===== src/rtl/control_unit.sv =====
`default_nettype none
// +----------------------------------------------------------------------------+
// | control_unit : multicycle RV64I control sequencer for the cpu datapath     |
// | rev 1.0                                                                    |
// +----------------------------------------------------------------------------+
module control_unit #(
  parameter int                  WORDSIZE = 64,
  parameter logic [WORDSIZE-1:0] RESET_PC = '0
) (
  input  logic                clk,
  input  logic                rst,
  output logic                imem_req,
  output logic [WORDSIZE-1:0] imem_addr,
  input  logic                imem_ack,
  input  logic [31:0]         imem_data,
  input  logic                alu_zero,
  output logic [4:0]          cpu_rf_addr_a,
  output logic [4:0]          cpu_rf_addr_b,
  output logic [4:0]          cpu_rf_write_addr,
  output logic                cpu_rf_write_en,
  output logic [WORDSIZE-1:0] cpu_immediate,
  output logic                cpu_mux_0_sel,
  output logic                cpu_mux_1_sel,
  output logic                cpu_mux_2_sel,
  output logic [2:0]          cpu_alu_operation,
  output logic                cpu_dm_write_en,
  output logic                illegal_instr
);

  typedef enum logic [2:0] {
    S_FETCH     = 3'd0,
    S_DECODE    = 3'd1,
    S_EXECUTE   = 3'd2,
    S_MEM       = 3'd3,
    S_WRITEBACK = 3'd4,
    S_TRAP      = 3'd5
  } state_e;

  localparam logic [WORDSIZE-1:0] PC_STEP = WORDSIZE'(4);

  state_e              state_q, state_d;
  logic [WORDSIZE-1:0] pc_q, pc_d;
  logic [31:0]         ir_q, ir_d;
  logic                illegal_q, illegal_d;

  logic [6:0]          opcode;
  logic [2:0]          funct3;
  logic [6:0]          funct7;
  logic [WORDSIZE-1:0] imm_i, imm_s, imm_b, imm;
  logic                legal, is_load, is_store, is_branch;
  logic                mux1, mux2;
  logic [2:0]          alu_op;
  logic                req, rf_we, dm_we;

  assign opcode = ir_q[6:0];
  assign funct3 = ir_q[14:12];
  assign funct7 = ir_q[31:25];
  assign imm_i  = {{(WORDSIZE-12){ir_q[31]}}, ir_q[31:20]};
  assign imm_s  = {{(WORDSIZE-12){ir_q[31]}}, ir_q[31:25], ir_q[11:7]};
  assign imm_b  = {{(WORDSIZE-13){ir_q[31]}}, ir_q[31], ir_q[7], ir_q[30:25], ir_q[11:8], 1'b0};

  // Decode is purely a function of IR, so outputs hold until the next ack.
  always_comb begin
    legal     = 1'b0;
    is_load   = 1'b0;
    is_store  = 1'b0;
    is_branch = 1'b0;
    mux1      = 1'b0;
    mux2      = 1'b0;
    alu_op    = 3'b000;
    imm       = '0;
    case (opcode)
      7'b0110011: begin
        mux1 = 1'b1;
        case ({funct7, funct3})
          10'b0000000_000: begin legal = 1'b1; alu_op = 3'b000; end
          10'b0100000_000: begin legal = 1'b1; alu_op = 3'b001; end
          10'b0000000_111: begin legal = 1'b1; alu_op = 3'b010; end
          10'b0000000_110: begin legal = 1'b1; alu_op = 3'b011; end
          10'b0000000_100: begin legal = 1'b1; alu_op = 3'b100; end
          default: ;
        endcase
      end
      7'b0010011: begin
        imm = imm_i;
        case (funct3)
          3'b000: begin legal = 1'b1; alu_op = 3'b000; end
          3'b111: begin legal = 1'b1; alu_op = 3'b010; end
          3'b110: begin legal = 1'b1; alu_op = 3'b011; end
          3'b100: begin legal = 1'b1; alu_op = 3'b100; end
          default: ;
        endcase
      end
      7'b0000011: begin
        imm     = imm_i;
        mux2    = 1'b1;
        legal   = (funct3 == 3'b011);
        is_load = 1'b1;
      end
      7'b0100011: begin
        imm      = imm_s;
        legal    = (funct3 == 3'b011);
        is_store = 1'b1;
      end
      7'b1100011: begin
        imm       = imm_b;
        mux1      = 1'b1;
        alu_op    = 3'b001;
        legal     = (funct3 == 3'b000);
        is_branch = 1'b1;
      end
      default: ;
    endcase
  end

  always_comb begin
    state_d   = state_q;
    pc_d      = pc_q;
    ir_d      = ir_q;
    illegal_d = illegal_q;
    req       = 1'b0;
    rf_we     = 1'b0;
    dm_we     = 1'b0;
    case (state_q)
      S_FETCH: begin
        req = 1'b1;
        if (imem_ack) begin
          ir_d    = imem_data;
          state_d = S_DECODE;
        end
      end
      S_DECODE: begin
        if (legal) begin
          state_d = S_EXECUTE;
        end else begin
          state_d   = S_TRAP;
          illegal_d = 1'b1;
        end
      end
      S_EXECUTE: begin
        if (is_branch) begin
          pc_d    = pc_q + (alu_zero ? imm : PC_STEP);
          state_d = S_FETCH;
        end else if (is_load || is_store) begin
          state_d = S_MEM;
        end else begin
          state_d = S_WRITEBACK;
        end
      end
      S_MEM: begin
        if (is_store) begin
          dm_we   = 1'b1;
          pc_d    = pc_q + PC_STEP;
          state_d = S_FETCH;
        end else begin
          state_d = S_WRITEBACK;
        end
      end
      S_WRITEBACK: begin
        rf_we   = (ir_q[11:7] != 5'd0);
        pc_d    = pc_q + PC_STEP;
        state_d = S_FETCH;
      end
      S_TRAP: ;
      default: state_d = S_FETCH;
    endcase
  end

  always_ff @(posedge clk) begin
    if (rst) begin
      state_q   <= S_FETCH;
      pc_q      <= RESET_PC;
      ir_q      <= '0;
      illegal_q <= 1'b0;
    end else begin
      state_q   <= state_d;
      pc_q      <= pc_d;
      ir_q      <= ir_d;
      illegal_q <= illegal_d;
    end
  end

  // Enables are masked in the reset cycle so an aborted instruction never writes.
  assign imem_req          = req & ~rst;
  assign cpu_rf_write_en   = rf_we & ~rst;
  assign cpu_dm_write_en   = dm_we & ~rst;
  assign imem_addr         = pc_q;
  assign cpu_rf_addr_a     = ir_q[19:15];
  assign cpu_rf_addr_b     = ir_q[24:20];
  assign cpu_rf_write_addr = ir_q[11:7];
  assign cpu_immediate     = imm;
  assign cpu_mux_0_sel     = 1'b0;
  assign cpu_mux_1_sel     = mux1;
  assign cpu_mux_2_sel     = mux2;
  assign cpu_alu_operation = alu_op;
  assign illegal_instr     = illegal_q;

endmodule
`default_nettype wire


===== config.mk =====
export PLATFORM = sky130hd
export DESIGN_NAME = control_unit
export DESIGN_NICKNAME = d
export VERILOG_FILES = /design/src/rtl/control_unit.sv
export SDC_FILE = /design/constraint.sdc
export NUM_CORES = 1
export LEC_CHECK = 0
export CAP_MARGIN = 5
export CORE_ASPECT_RATIO = 0.7
export CORE_UTILIZATION = 30
export DETAILED_ROUTE_END_ITERATION = 10
export SKIP_LAST_GASP = 1
export SLEW_MARGIN = 30
export SYNTH_ARGS = -nofsm -noshare
export SYNTH_HDL_FRONTEND = slang
export SYNTH_SLANG_ARGS = --single-unit

===== constraint.sdc =====
create_clock -name clk -period 5.7 [get_ports clk]
set_input_delay 1.14 -clock clk [delete_from_list [all_inputs] [get_ports clk]]
set_output_delay 1.14 -clock clk [all_outputs]
set_load 0.01 [all_outputs]

==> results.yml <==
status:
  run_status: "complete, no violations"
cells_and_area:
  final_area_mm2: 0.01217
  drive_gt1_share_pct: 5.157
  insertedDiodeCount: 0
  area.growth.synth_to_final_pct: 20.11
  final_core_util_pct: 37.14
  final_nets: 1628
place:
  port_buffers: 187
  dp_hpwl_um: 29050
  place.gp.congestion: 0.9586
  dpl_cell_area_mm2: 0.01184
floorplan:
  initial_utilization_pct: 30.92
  rows: 55
  fp.dieH_um: 155.7
  pin_count: 189
  die_x_um: 221.6
  core-area_mm2: 0.03276
  dieArea_mm2: 0.03452
synthesis:
  syn_inst: 1468
  synth.avg_cell_area_um2: 6.900
  ys_top_cells_by_area: "dfxtp_1 20%, a21oi_1 9.4%, ha_1 7.9%"
  yosysSeqAreaShare_pct: 19.76
  ys_types: 84
  synth-async-reset-ratio_pct: 0
  synth_largest_area_cell: "dfxtp_1"
  yosysMostFrequentCell: "nand2_1"
  synth_edf_count: 0
  synth_flop_cell: "dfxtp_1"
  ys_top_cells_by_count: "201 x nand2_1, 191 x a21oi_1, 105 x nor2_1"
  syn_nets: 1569
  synth_warnings: 0
  synth_seq_cells: 100
  synth_area_mm2: 0.01013
  synth_top_area_share_pct: 19.76
sta:
  rsz0062_at_grt: "no"
  hold_viol: 0
  tightestPinTransition_ps: 935.8
  fmax_mhz: 199.7
  maxSlewHeadroom_pct: 37.55
  setup_tns_ps: 0
  slew_violations: 0
  clock-skew-final_ps: 20.85
  min_period_over_period_pct: 87.87
  layout_min_cycle_time_ps: 5009
  finalSetupViolCount: 0
setup_path:
  critPathLaunch: "ir_q[3]"
  crit_path_max_fanout: 38
  endpoint: "imem_addr[31]"
  worstReg2RegEnd: "imem_addr[31]"
  arrival_ps: 5280
  rr_worst_depth: 15
  critPathLaunchType: "flop"
  r2r_setup_slack_ps: 690
  crit_type: "flop to flop"
  end_kind: "flop"
  crit_required_ps: 5970
  reg2reg_from: "ir_q[3]"
grt:
  grt.busiest_layer: "met1"
  grt_pass1_vias: 10014
  grt_use_total_pct: 21.95
  use_met1_pct: 33.74
  grt-ovfl-total: 0
  grt_max_degree: 64
  use_met3_pct: 5.876
  antenna_found_initial: 0
  use_met2_pct: 29.69
  grt_first_pass_wirelength_um: 59700
clock_network:
  ctsRootBufferMaster: "clkbuf_16"
  cts_tree: "yes"
  cts_made_buffers: 9
  cts_setup_buffers: 0
  hold_buffers: 0
  clkTransAtPathRegs_ps: 90
  cts_resized: 0
  cts.htree.levels: 3
  clockBufferDepth: 2
  clock_sinks: 100
  clk_latency_ps: 400
route:
  ant_nets: 0
  routed_wl_um: 38480
  via_per_inst: 5.743
  drt-initial-drc-count: 1436
  dr.pass1.iters: 6
  drc: 0
  vias: 11251
  wl_per_cell_um: 19.64
power_and_ir_drop:
  p_clk_share_pct: 41.0
  p_comb_share_pct: 13.3
  p_per_area_mw_per_mm2: 136.1
  p_int_mw: 1.134
  ir_drop_v: 0.0001051
  p_switching_uw: 522.0
  fin_total_pwr_mw: 1.656
  p_sw_share_pct: 31.52
  seqPwrFrac_pct: 45.7
  p_leak_nw: 4.521
run:
  drv_cap: 0
min_path:
  holdPathStages: 2
  hold_path.class: "flop to flop"
cells in the final DEF (no fill, tap or decap), types with 9 or more instances in the layout:
cell type        count
nor4_1              14
a21oi_1            191
a211oi_1            21
or3_1               10
a21o_1              27
xor2_1              17
o21a_1              17
clkbuf_16            9
nand4_1             40
xnor2_1             36
nand3_1             53
and2_1              16
nor3_1              44
nand2_1            200
a31oi_1             29
o21bai_1            10
dfxtp_1            100
o21ai_0             76
and3_1              21
inv_1               40
clkdlybuf4s50_1    186
buf_4               19
o31ai_1             12
ha_1                64
nor2_1             103
o21ai_1             13
layout make-up:
type / count / area (µm²)
multi-input combinational: 1170 / 7142
clock buffer: 9 / 225.2
timing repair buffer: 206 / 2024
inverter: 40 / 150.1
tap: 427 / 534.3
sequential: 100 / 2002
fill: 3546 / 20590
clock inverter: 7 / 88.84
through the flow:
step	setup slack (ps)	hold WS, ps	instances
6_report	691.3	460.9	1959
5_1_grt	427.5	471.3	1959
2_1_floorplan	859.0	431.8	1468
4_1_cts	861.3	461.5	1959
3_3_place_gp	662.2	441.6	1943
3_5_place_dp	552.4	446.1	1943
worst max-delay path, stage by stage, from the launching register on:
cell	delay (ps)
dfxtp_1	320
nand4bb_1	450
nor2b_1	480
or2_2	320
and3_2	240
buf_12	200
ha_1	380
a21oi_1	280
o211ai_1	160
a21oi_1	330
nor3_1	130
or4_1	620
a41oi_1	310
xnor2_1	150
nor2_1	100
nor4_1	340
metal layers:
| metal | up-vias | wire [µm] |
|---|---|---|
| met3 | 30 | 3593 |
| met1 | 5319 | 19480 |
| li1 | 5427 | - |
| met5 | - | 0 |
| met4 | 0 | 417 |
| met2 | 475 | 14990 |
power by group through the flow:
stage	clock network [mW]	registers (mW)	logic, mW
floorplan	0	0.762	0.135
global placement	0	0.772	0.215
detailed placement	0	0.773	0.218
CTS	0.701	0.757	0.219
global route	0.724	0.762	0.240
finish	0.679	0.757	0.220
kinds of logic after synthesis:
group,Yosys count,share of synthesized area (%)
flip-flops,100,19.76
AND/OR/NAND/NOR,559,26.82
XOR/XNOR,53,4.582
other,1,0.03702
AO/OA/AOI/OAI,486,29.94
adder cells (fa/ha/maj),65,8.103
multiplexers,6,0.6052
buffers and inverters,198,10.15
how the worst min path moves through the flow:
| stage | from | slack, ps | endpoint |
|---|---|---|---|
| floorplan | ir_q[3] | 430 | ir_q[3] |
| global placement | ir_q[17] | 440 | ir_q[17] |
| detailed placement | ir_q[2] | 450 | ir_q[2] |
| CTS | ir_q[2] | 460 | ir_q[2] |
| global route | ir_q[2] | 470 | ir_q[2] |
| finish | ir_q[2] | 460 | ir_q[2] |
sequential cells by signal, indices dropped and copies added, names as in the netlist:
name           count
ir_q              32
state_q            3
illegal_instr      1
imem_addr         64
Note: power is estimated with default switching activity, not from simulation.
